$ cat config.mk
export PLATFORM = sky130hd
export DESIGN_NAME = miner_csr_multi
export DESIGN_NICKNAME = d
export VERILOG_FILES = /design/src/rtl/miner_pkg.sv /design/src/rtl/miner_found_arbiter.sv /design/src/rtl/miner_csr_multi.sv
export SDC_FILE = /design/constraint.sdc
export NUM_CORES = 2
export LEC_CHECK = 0
export CAP_MARGIN = 25
export CELL_PAD_IN_SITES_DETAIL_PLACEMENT = 0
export CELL_PAD_IN_SITES_GLOBAL_PLACEMENT = 2
export CORE_AREA = 2 2 477 479
export CTS_CLUSTER_DIAMETER = 80
export DETAILED_ROUTE_END_ITERATION = 6
export DIE_AREA = 0 0 479 481
export PLACE_DENSITY = 0.84
export SLEW_MARGIN = 20
export SYNTH_ARGS = -nofsm -noshare
export SYNTH_HDL_FRONTEND = slang
export SYNTH_HIERARCHICAL = 1
export SYNTH_SLANG_ARGS = --single-unit
$ cat constraint.sdc
create_clock -name clk -period 1.9 [get_ports clk]
set_input_delay 0.38 -clock clk [delete_from_list [all_inputs] [get_ports clk]]
set_output_delay 0.38 -clock clk [all_outputs]
set_load 0.03 [all_outputs]
$ cat src/rtl/miner_pkg.sv
// Shared definitions for the multi-core miner register block: address map,
// control bit positions, status encoding and the nonce partition helper.
package miner_pkg;

    localparam logic [4:0] ADDR_STATUS = 5'd0;
    localparam logic [4:0] ADDR_CTRL   = 5'd1;
    localparam logic [4:0] ADDR_TGT_LO = 5'd2;
    localparam logic [4:0] ADDR_TGT_HI = 5'd9;
    localparam logic [4:0] ADDR_NONCE  = 5'd10;
    localparam logic [4:0] ADDR_MSG_LO = 5'd11;
    localparam logic [4:0] ADDR_MSG_HI = 5'd29;
    localparam logic [4:0] ADDR_WINNER = 5'd30;
    localparam logic [4:0] ADDR_NCORES = 5'd31;

    localparam int TGT_WORDS = 8;
    localparam int MSG_WORDS = 19;

    localparam int CTRL_LOAD_TGT = 0;
    localparam int CTRL_START    = 1;
    localparam int CTRL_ABORT    = 2;

    typedef enum logic [2:0] {
        IDLE      = 3'd0,
        RUNNING   = 3'd1,
        FOUND     = 3'd3,
        EXHAUSTED = 3'd4
    } status_e;

    // First nonce of core idx when the 32-bit space is split into ncores equal slices.
    function automatic logic [31:0] partition_base(input int idx, input int ncores);
        int log2n;
        log2n = $clog2(ncores);
        if (log2n == 0) begin
            return 32'd0;
        end
        return 32'(idx) << (32 - log2n);
    endfunction

endpackage

$ cat src/rtl/miner_found_arbiter.sv
// Picks the lowest-index core reporting a hit this cycle and forwards its nonce.
module miner_found_arbiter
    import miner_pkg::*;
#(
    parameter int NUM_CORES  = 4,
    parameter int CORE_IDX_W = (NUM_CORES > 1) ? $clog2(NUM_CORES) : 1
) (
    input  logic [NUM_CORES-1:0]    found_i,
    input  logic [NUM_CORES*32-1:0] nonce_i,
    output logic                    any_o,
    output logic [CORE_IDX_W-1:0]   idx_o,
    output logic [31:0]             nonce_o
);

    logic [31:0] nonce_words [NUM_CORES];

    generate
        for (genvar gi = 0; gi < NUM_CORES; gi++) begin : g_split
            assign nonce_words[gi] = nonce_i[gi*32 +: 32];
        end
    endgenerate

    // Scanning downward lets the lowest set index overwrite higher ones.
    always_comb begin
        any_o   = |found_i;
        idx_o   = '0;
        nonce_o = '0;
        for (int i = NUM_CORES - 1; i >= 0; i--) begin
            if (found_i[i]) begin
                idx_o   = CORE_IDX_W'(i);
                nonce_o = nonce_words[i];
            end
        end
    end

endmodule

$ cat src/rtl/miner_csr_multi.sv
// Avalon-MM register front end for NUM_CORES SHA-256 miner cores: staging and
// shadow registers, nonce partitioning, run sequencing and winner capture.
module miner_csr_multi
    import miner_pkg::*;
#(
    parameter int NUM_CORES  = 4,
    parameter int CORE_IDX_W = (NUM_CORES > 1) ? $clog2(NUM_CORES) : 1
) (
    input  logic                    clk,
    input  logic                    n_rst,
    input  logic [4:0]              slaveAddr,
    input  logic [31:0]             slaveWriteData,
    input  logic                    slaveWrite,
    input  logic                    slaveRead,
    input  logic                    slaveChipSelect,
    output logic [31:0]             slaveReadData,
    output logic [255:0]            target,
    output logic [607:0]            message,
    output logic [NUM_CORES-1:0]    core_start,
    output logic                    core_abort,
    output logic [NUM_CORES*32-1:0] core_start_nonce,
    input  logic [NUM_CORES-1:0]    core_found,
    input  logic [NUM_CORES*32-1:0] core_nonce,
    input  logic [NUM_CORES-1:0]    core_done,
    output logic                    irq
);

    logic wr_en;
    logic rd_en;
    logic ctrl_wr;
    logic do_abort;
    logic do_start;
    logic do_load_tgt;
    logic do_load_msg;

    assign wr_en       = slaveChipSelect & slaveWrite;
    assign rd_en       = slaveChipSelect & slaveRead;
    assign ctrl_wr     = wr_en & (slaveAddr == ADDR_CTRL);
    assign do_abort    = ctrl_wr & slaveWriteData[CTRL_ABORT];
    assign do_start    = ctrl_wr & slaveWriteData[CTRL_START] & ~slaveWriteData[CTRL_ABORT];
    assign do_load_tgt = ctrl_wr & slaveWriteData[CTRL_LOAD_TGT];
    assign do_load_msg = ctrl_wr & slaveWriteData[CTRL_START];

    // Staging words: bus-visible, writable at any time.
    logic [31:0]              tgt_words [TGT_WORDS];
    logic [31:0]              msg_words [MSG_WORDS];
    logic [TGT_WORDS*32-1:0]  tgt_stage;
    logic [MSG_WORDS*32-1:0]  msg_stage;

    generate
        for (genvar gi = 0; gi < TGT_WORDS; gi++) begin : g_tgt
            localparam logic [4:0] WORD_ADDR = 5'(ADDR_TGT_LO + gi);
            logic [31:0] word_q;
            always_ff @(posedge clk or negedge n_rst) begin
                if (!n_rst) begin
                    word_q <= '0;
                end else if (wr_en && slaveAddr == WORD_ADDR) begin
                    word_q <= slaveWriteData;
                end
            end
            assign tgt_words[gi]            = word_q;
            assign tgt_stage[gi*32 +: 32]   = word_q;
        end

        for (genvar gi = 0; gi < MSG_WORDS; gi++) begin : g_msg
            localparam logic [4:0] WORD_ADDR = 5'(ADDR_MSG_LO + gi);
            logic [31:0] word_q;
            always_ff @(posedge clk or negedge n_rst) begin
                if (!n_rst) begin
                    word_q <= '0;
                end else if (wr_en && slaveAddr == WORD_ADDR) begin
                    word_q <= slaveWriteData;
                end
            end
            assign msg_words[gi]            = word_q;
            assign msg_stage[gi*32 +: 32]   = word_q;
        end

        for (genvar gi = 0; gi < NUM_CORES; gi++) begin : g_part
            assign core_start_nonce[gi*32 +: 32] = partition_base(gi, NUM_CORES);
        end
    endgenerate

    // Shadows feed the cores so staging can be rewritten while a run is active.
    logic [255:0] target_q;
    logic [607:0] message_q;

    always_ff @(posedge clk or negedge n_rst) begin
        if (!n_rst) begin
            target_q  <= '0;
            message_q <= '0;
        end else begin
            if (do_load_tgt) begin
                target_q <= tgt_stage;
            end
            if (do_load_msg) begin
                message_q <= msg_stage;
            end
        end
    end

    assign target  = target_q;
    assign message = message_q;

    logic                  found_any;
    logic [CORE_IDX_W-1:0] found_idx;
    logic [31:0]           found_nonce;

    miner_found_arbiter #(
        .NUM_CORES  (NUM_CORES),
        .CORE_IDX_W (CORE_IDX_W)
    ) u_arbiter (
        .found_i (core_found),
        .nonce_i (core_nonce),
        .any_o   (found_any),
        .idx_o   (found_idx),
        .nonce_o (found_nonce)
    );

    status_e               state_q;
    logic                  start_q;
    logic                  abort_q;
    logic                  restart_q;
    logic [31:0]           result_nonce_q;
    logic [CORE_IDX_W-1:0] winner_q;

    // Hits and done levels are ignored while a start pulse is pending or on the
    // wire, since core_done is only cleared once the cores see core_start.
    always_ff @(posedge clk or negedge n_rst) begin
        if (!n_rst) begin
            state_q        <= IDLE;
            start_q        <= 1'b0;
            abort_q        <= 1'b0;
            restart_q      <= 1'b0;
            result_nonce_q <= '0;
            winner_q       <= '0;
        end else begin
            start_q <= 1'b0;
            abort_q <= 1'b0;
            if (do_abort) begin
                state_q   <= IDLE;
                abort_q   <= 1'b1;
                restart_q <= 1'b0;
            end else if (do_start) begin
                if (state_q == RUNNING) begin
                    abort_q   <= 1'b1;
                    restart_q <= 1'b1;
                end else begin
                    state_q <= RUNNING;
                    start_q <= 1'b1;
                end
                result_nonce_q <= '0;
                winner_q       <= '0;
            end else if (restart_q) begin
                restart_q <= 1'b0;
                start_q   <= 1'b1;
            end else if (state_q == RUNNING && !start_q) begin
                if (found_any) begin
                    state_q        <= FOUND;
                    result_nonce_q <= found_nonce;
                    winner_q       <= found_idx;
                    abort_q        <= 1'b1;
                end else if (&core_done) begin
                    state_q <= EXHAUSTED;
                end
            end
        end
    end

    assign core_start = {NUM_CORES{start_q}};
    assign core_abort = abort_q;
    assign irq        = (state_q == FOUND) || (state_q == EXHAUSTED);

    logic [2:0]  tgt_idx;
    logic [4:0]  msg_idx;
    logic [31:0] rdata_d;
    logic [31:0] rdata_q;

    assign tgt_idx = 3'(slaveAddr - ADDR_TGT_LO);
    assign msg_idx = slaveAddr - ADDR_MSG_LO;

    always_comb begin
        rdata_d = '0;
        if (slaveAddr == ADDR_STATUS) begin
            rdata_d = {29'd0, state_q};
        end else if (slaveAddr == ADDR_NONCE) begin
            rdata_d = result_nonce_q;
        end else if (slaveAddr == ADDR_WINNER) begin
            rdata_d = 32'(winner_q);
        end else if (slaveAddr == ADDR_NCORES) begin
            rdata_d = 32'(NUM_CORES);
        end else if (slaveAddr >= ADDR_TGT_LO && slaveAddr <= ADDR_TGT_HI) begin
            rdata_d = tgt_words[tgt_idx];
        end else if (slaveAddr >= ADDR_MSG_LO && slaveAddr <= ADDR_MSG_HI) begin
            rdata_d = msg_words[msg_idx];
        end
    end

    always_ff @(posedge clk or negedge n_rst) begin
        if (!n_rst) begin
            rdata_q <= '0;
        end else if (rd_en) begin
            rdata_q <= rdata_d;
        end
    end

    assign slaveReadData = rdata_q;

endmodule

; Word level (Yosys, flattened, before mapping)
; Cells that the tools add are included.
[totals]
reg_bits = 1800
latch_bits = 0
ramBits = 0
romBits = 0
inputBits = 178
output_inout_bits = 1030
word_cells = 182
n_memories = 0
[op_classes]
n_addsub = 2
mul = 0
div = 0
magnitude_cmp = 6
n_eq_ne = 38
shift = 0
muxes = 48
bitwise = 11
n_reduce_logical = 41
[op_table]
columns = op, n
row1 = 32-bit 2-to-1 mux, 18
row2 = 32-bit binary-select mux with 5-bit select, 1
row3 = 32-bit binary-select mux with 3-bit select, 1
row4 = 5-bit == test (second input constant), 16
row5 = 5-bit by 4-bit == test with 1-bit output (second input constant), 8
row6 = 1-bit logical AND, 30
row7 = 3-bit 2-to-1 mux, 7
row8 = 5-bit by 3-bit == test with 1-bit output (second input constant), 4
row9 = 2-bit 2-to-1 mux, 8
row10 = 1-bit 2-to-1 mux, 13
row11 = 4-bit AND reduction, 3
row12 = 5-bit by 2-bit == test with 1-bit output (second input constant), 2
row13 = 1-bit bitwise AND, 7
row14 = 6-bit >= comparator (second input constant), 1
row15 = 3-bit inequality test (second input constant), 2
row16 = 5-bit NOT with 6-bit output, 1
row17 = 5-bit by 1-bit == test with 1-bit output (second input constant), 1
row18 = 5-bit by 2-bit >= comparator with 1-bit output (second input constant), 1
row19 = 5-bit by 4-bit >= comparator with 1-bit output (second input constant), 1
row20 = 5-bit by 4-bit less-or-equal comparator with 1-bit output (second input constant), 1
row21 = 5-bit less-or-equal comparator (second input constant), 1
row22 = 5-bit zero test, 1
row23 = 5-bit by 4-bit subtractor with 5-bit output (second input constant), 1
row24 = 4-bit >= comparator (second input constant), 1
row25 = other kinds (14), 16

; Longest topological paths before layout
[depth]
word_depth = 11
depth_mapped = 13
ltp_nobuf = 7

; By module
; The synthesis kept the hierarchy.
[modules_own_cells]
columns = module, instances, cells_per_inst, area_each_um2, seq_area_each_um2
row1 = miner_csr_multi, 1, 4927, 76528.4, 45043.2
row2 = miner_found_arbiter, 1, 123, 1064.8, 0.0

; Least setup slack after synthesis
; No wires, ideal clock.
[synth_path]
kind = input -> register
start = in slaveAddr[0]
end = reg rdata_q[30], in the netlist slaveReadData[30]
setup_time_ps = 134
arrival_ps = 2522
t_required_ps = 1766
slack_ps = -755
stages = 12
path_buffers = 5
cell_sequence = buf_6 -> buf_4 -> inv_2 -> buf_4 -> ha_1 -> buf_2 -> buf_1 -> mux2_2 -> a22oi_1 -> nor2_1 -> nand3_1 -> o211ai_1
[synth_between]
elab_chain_len = 11
word_cells_on_any_way = 26
classes_between = 2 x add/sub / 4 x order compare / 3 x eq/ne / 12 x mux / 2 x bitwise / 3 x reduce/logical
[synth_lines]
columns = item, line_no
row1 = "start, declared", miner_csr_multi.sv:11  ; input logic [4:0] slaveAddr,
row2 = 5-bit by 4-bit subtractor with 5-bit output, miner_csr_multi.sv:180  ; assign msg_idx = slaveAddr - ADDR_MSG_LO;
row3 = 5-bit NOT with 6-bit output (implied by the code), miner_csr_multi.sv:195  ; rdata_d = msg_words[msg_idx];
row4 = 32-bit binary-select mux with 5-bit select, miner_csr_multi.sv:195
row5 = 32-bit 2-to-1 mux (implied by the code) (2 in a row), miner_csr_multi.sv:195
row6 = 32-bit 2-to-1 mux, miner_csr_multi.sv:194  ; end else if (slaveAddr >= ADDR_MSG_LO && slaveAddr <= ADDR_MSG_HI) begin
row7 = 32-bit 2-to-1 mux, miner_csr_multi.sv:192  ; end else if (slaveAddr >= ADDR_TGT_LO && slaveAddr <= ADDR_TGT_HI) begin
row8 = 32-bit 2-to-1 mux, miner_csr_multi.sv:190  ; end else if (slaveAddr == ADDR_NCORES) begin
row9 = 32-bit 2-to-1 mux, miner_csr_multi.sv:188  ; end else if (slaveAddr == ADDR_WINNER) begin
row10 = 32-bit 2-to-1 mux, miner_csr_multi.sv:186  ; end else if (slaveAddr == ADDR_NONCE) begin
row11 = 32-bit 2-to-1 mux (*), miner_csr_multi.sv:184  ; if (slaveAddr == ADDR_STATUS) begin
row12 = "end signal, assigned", miner_csr_multi.sv:203  ; rdata_q <= rdata_d;
row13 = "end, declared", miner_csr_multi.sv:177  ; logic [31:0] rdata_q;
; Mark *: on every way between the ends. The rest lies on a longest branch, timed or not. The select of a mux whose other input is x is not followed.
; A chain may end at the register's enable or synchronous reset.

; Worst setup path after layout
[layout_path]
start = reg state_q[1]
end = out irq
[layout_between]
elab_chain_len = 2
word_cells_on_any_way = 3
classes_between = 2 x eq/ne / 1 x reduce/logical
[layout_lines]
columns = item, line_no
row1 = "start, declared", miner_csr_multi.sv:120  ; status_e state_q;
row2 = "start signal, assigned", miner_csr_multi.sv:131  ; state_q <= IDLE;
row3 = "start signal, assigned", miner_csr_multi.sv:141  ; state_q <= IDLE;
row4 = "start signal, assigned", miner_csr_multi.sv:149  ; state_q <= RUNNING;
row5 = 3-bit by 2-bit == test with 1-bit output or 3-bit == test (tied branches), miner_csr_multi.sv:172  ; assign irq = (state_q == FOUND) || (state_q == EXHAUSTED);
row6 = 1-bit logical OR (*), miner_csr_multi.sv:172
row7 = "end, declared", miner_csr_multi.sv:25  ; output logic irq
; Mark *: on every way between the ends. The rest lies on a longest branch, timed or not.

==> results.yml <==
clock_tree:
  root_buffer: "clkbuf_16"
  cts_tree: "done"
  cts.sinks: 1800
  clock_path_buffers: 3
  cts_buffers: 190
  clock_latency_ps: 890
  clk_pin_slew_ps: 70
  htreeDepth: 4
grt:
  antenna_found_initial: 16
  grt_first_pass_wirelength_um: 401700
  first_global_vias: 52520
  track_usage_pct: 24.09
  grt_max_degree: 98
  overflow: 0
run:
  drv_cap: 0
critical_path:
  criticalPathCategory: "flop to output pin"
  worstSetupStartpointType: "flop"
  r2r_slack_ps: -80
  rr_worst_depth: 7
  end_kind: "output pin"
  critPathRequiredTime_ps: 1520
  arrival_ps: 1780
  r2r_start: "g_msg[15].word_q[2]"
  reg2reg_to: "slaveReadData[2]"
  critPathMaxFanout: 3
pwr:
  ir_worst_vdd_v: 0.0008732
  cellLeakagePower_nw: 50.81
  powerDensity_nw_per_um2: 971.9
logic_synthesis:
  seq_area_frac_synth_pct: 58.05
  async_reset_ff_share_pct: 100.0
  synthesis.area_um2: 77590
  ys_ff_latch: 1800
  ys_types: 71
  synth_top_area_share_pct: 58.05
  postSynthAreaPerCell_um2: 15.36
  synth_ff_type: "dfrtp_1"
  synth_top_area_cell: "dfrtp_1"
  ys_warn_count: 6
  synthCells: 5050
  synth_edf_count: 0
  synth_area_leaders: "dfrtp_1 58%, mux2_2 25%, mux4_2 5.6%, mux2i_1 2.0%, buf_4 1.6%"
timing:
  final_max_slew_viol_count: 0
  finalWorstSetupSlack_ps: -262.3
  post-route-min-period_ps: 2162
  setup_viol: 12
  tns_ps: -841.0
  tightest_slew_ps: 927.8
  period_share_pct: 113.8
  fmax_mhz: 462.5
  relSlewSlack_pct: 38.15
  rsz0062_at_grt: "yes"
  skew_ps: 95.60
  hold_violations: 0
final_layout:
  nets: 6811
  drive_above_1_share_pct: 59.54
  area_delta_synth_final_pct: 32.39
  layout_commonest_cell: "dfrtp_1"
  fin_util_pct: 45.51
  postLayoutCellArea_um2: 102700
  final_cell_mix: "1749 x dfrtp_1, 1704 x mux2_2, 744 x buf_4, 407 x buf_6, 313 x buf_2"
  fillers: 20090
detailed_routing:
  drtIter0Drc: 3547
  final_antenna_net_count: 0
  wirelength_um: 283000
  wl_per_cell_um: 28.88
  num_vias: 50440
  drc: 0
  routed_via_density: 5.148
  first_pass_iters: 6
placed_design:
  hpwl_um: 215300
  place.gp.congestion: 0.9139
  port_buffers: 1079
  dp_slack_ps: -1581
  post_dp_cell_area_um2: 95920
die:
  boundaryPins: 1208
  core_region_area_um2: 225700
  std_cell_rows: 175
  initial_core_util_pct: 34.37
  die_h_um: 481
  dieWidth_um: 479
  die-area_um2: 230400
worst_hold_path:
  hold_class: "primary input to flop"
  hold_path_depth: 3
  hp-start: "slaveWriteData[25]"
  min_to: "g_msg[17].word_q[25]"
outcome:
  status: "complete, but fails checks"
  violations: "negative setup slack"
## cells in the mapped netlist, drive strengths merged (3+ instances only)
cell type	count
dfrtp	1800
mux2	1753
buf	414
mux4	192
mux2i	155
nand2	108
a21oi	106
clkbuf	102
nand3	69
a22oi	63
nor2	58
nand2b	34
o22ai	33
o211ai	31
o41ai	29
o21ai	18
ha	9
inv	8
nor2b	7
and2	6
a211oi	4
nor3	4
a2111oi	3
nand4b	3
o32ai	3
or2	3
xnor2	3
## power breakdown
group,leakage (nW),internal [W],switching (W)
Clock,3.21,0.0225,0.0166
Combinational,23.3,0.00732,0.00821
Sequential,24.3,0.0418,0.00340
Total,50.8,0.0716,0.0282
## metal layers
layer | GRT usage (%) | vias to the layer above | wire length [µm]
li1 | - | 21320 | -
met3 | 4.915 | 353 | 18630
met2 | 38.54 | 1710 | 133300
met4 | 8.819 | 0 | 10940
met5 | 0 | - | 0
met1 | 32.37 | 27060 | 120100
## how the worst max path moves through the flow
stage	start	end	slack [ps]	cells after the start
2_1_floorplan	slaveAddr[0]	slaveReadData[11]	-350	12
3_3_place_gp	slaveAddr[2]	slaveReadData[5]	-1510	11
3_5_place_dp	slaveAddr[2]	slaveReadData[6]	-1580	11
4_1_cts	state_q[1]	irq	-360	3
5_1_grt	state_q[1]	irq	-340	3
6_report	state_q[1]	irq	-260	3
## cells by family after synthesis
group	Yosys count	share of synthesized area (%)
simple gates	306	1.919
fa+ha+maj	9	0.1451
flops	1800	58.05
mux	2100	33.01
other cells	2	0.009679
buf+inv	524	3.851
xor+xnor	5	0.08064
compound gates	304	2.932
## repair_timing
action | 4_1_cts | 5_1_grt
gates cloned | 1 | 2
pin swaps | 8 | 4
buffers inserted | 56 | 13
setup endpoints to repair | 867 | 172
gates resized for setup | 4912 | 61
hold buffers | 3 | 0
endpoints found under the hold margin | 1159 | 0
## per-stage QoR
step / total power [W] / hold WS (ps) / instances
floorplan: 0.05238 / 84.41 / 5176
global placement: 0.06035 / 290.3 / 9366
detailed placement: 0.06073 / 295.1 / 9366
CTS: 0.1005 / 3.399 / 9776
global route: 0.1036 / 51.18 / 9794
finish: 0.09984 / 99.32 / 9799
## final cells by class
class	instances	area [µm²]	area share [%]
antenna	8	20.02	0.01949
tap	3009	3765	3.665
sequential	1800	45110	43.91
clock buffer	278	5465	5.320
clock inverter	72	1191	1.160
multi-input combinational	2852	30900	30.08
timing repair buffer	1772	16240	15.81
inverter	8	45.04	0.04385
## worst max-delay path, cell delays in order (launching register included)
cell and delay [ps]:
dfrtp_2 430, nand2b_4 150, o22ai_4 200, buf_12 170
## registers in the layout (all words and copies together), names as in the netlist
signal / flops
winner_q: 2
slaveReadData: 32
g_msg.word_q: 608
result_nonce_q: 32
message: 608
state_q: 3
target: 256
restart_q: 1
core_abort: 1
start_q: 1
g_tgt.word_q: 256
No activity file was read; power rests on OpenSTA's default activity.
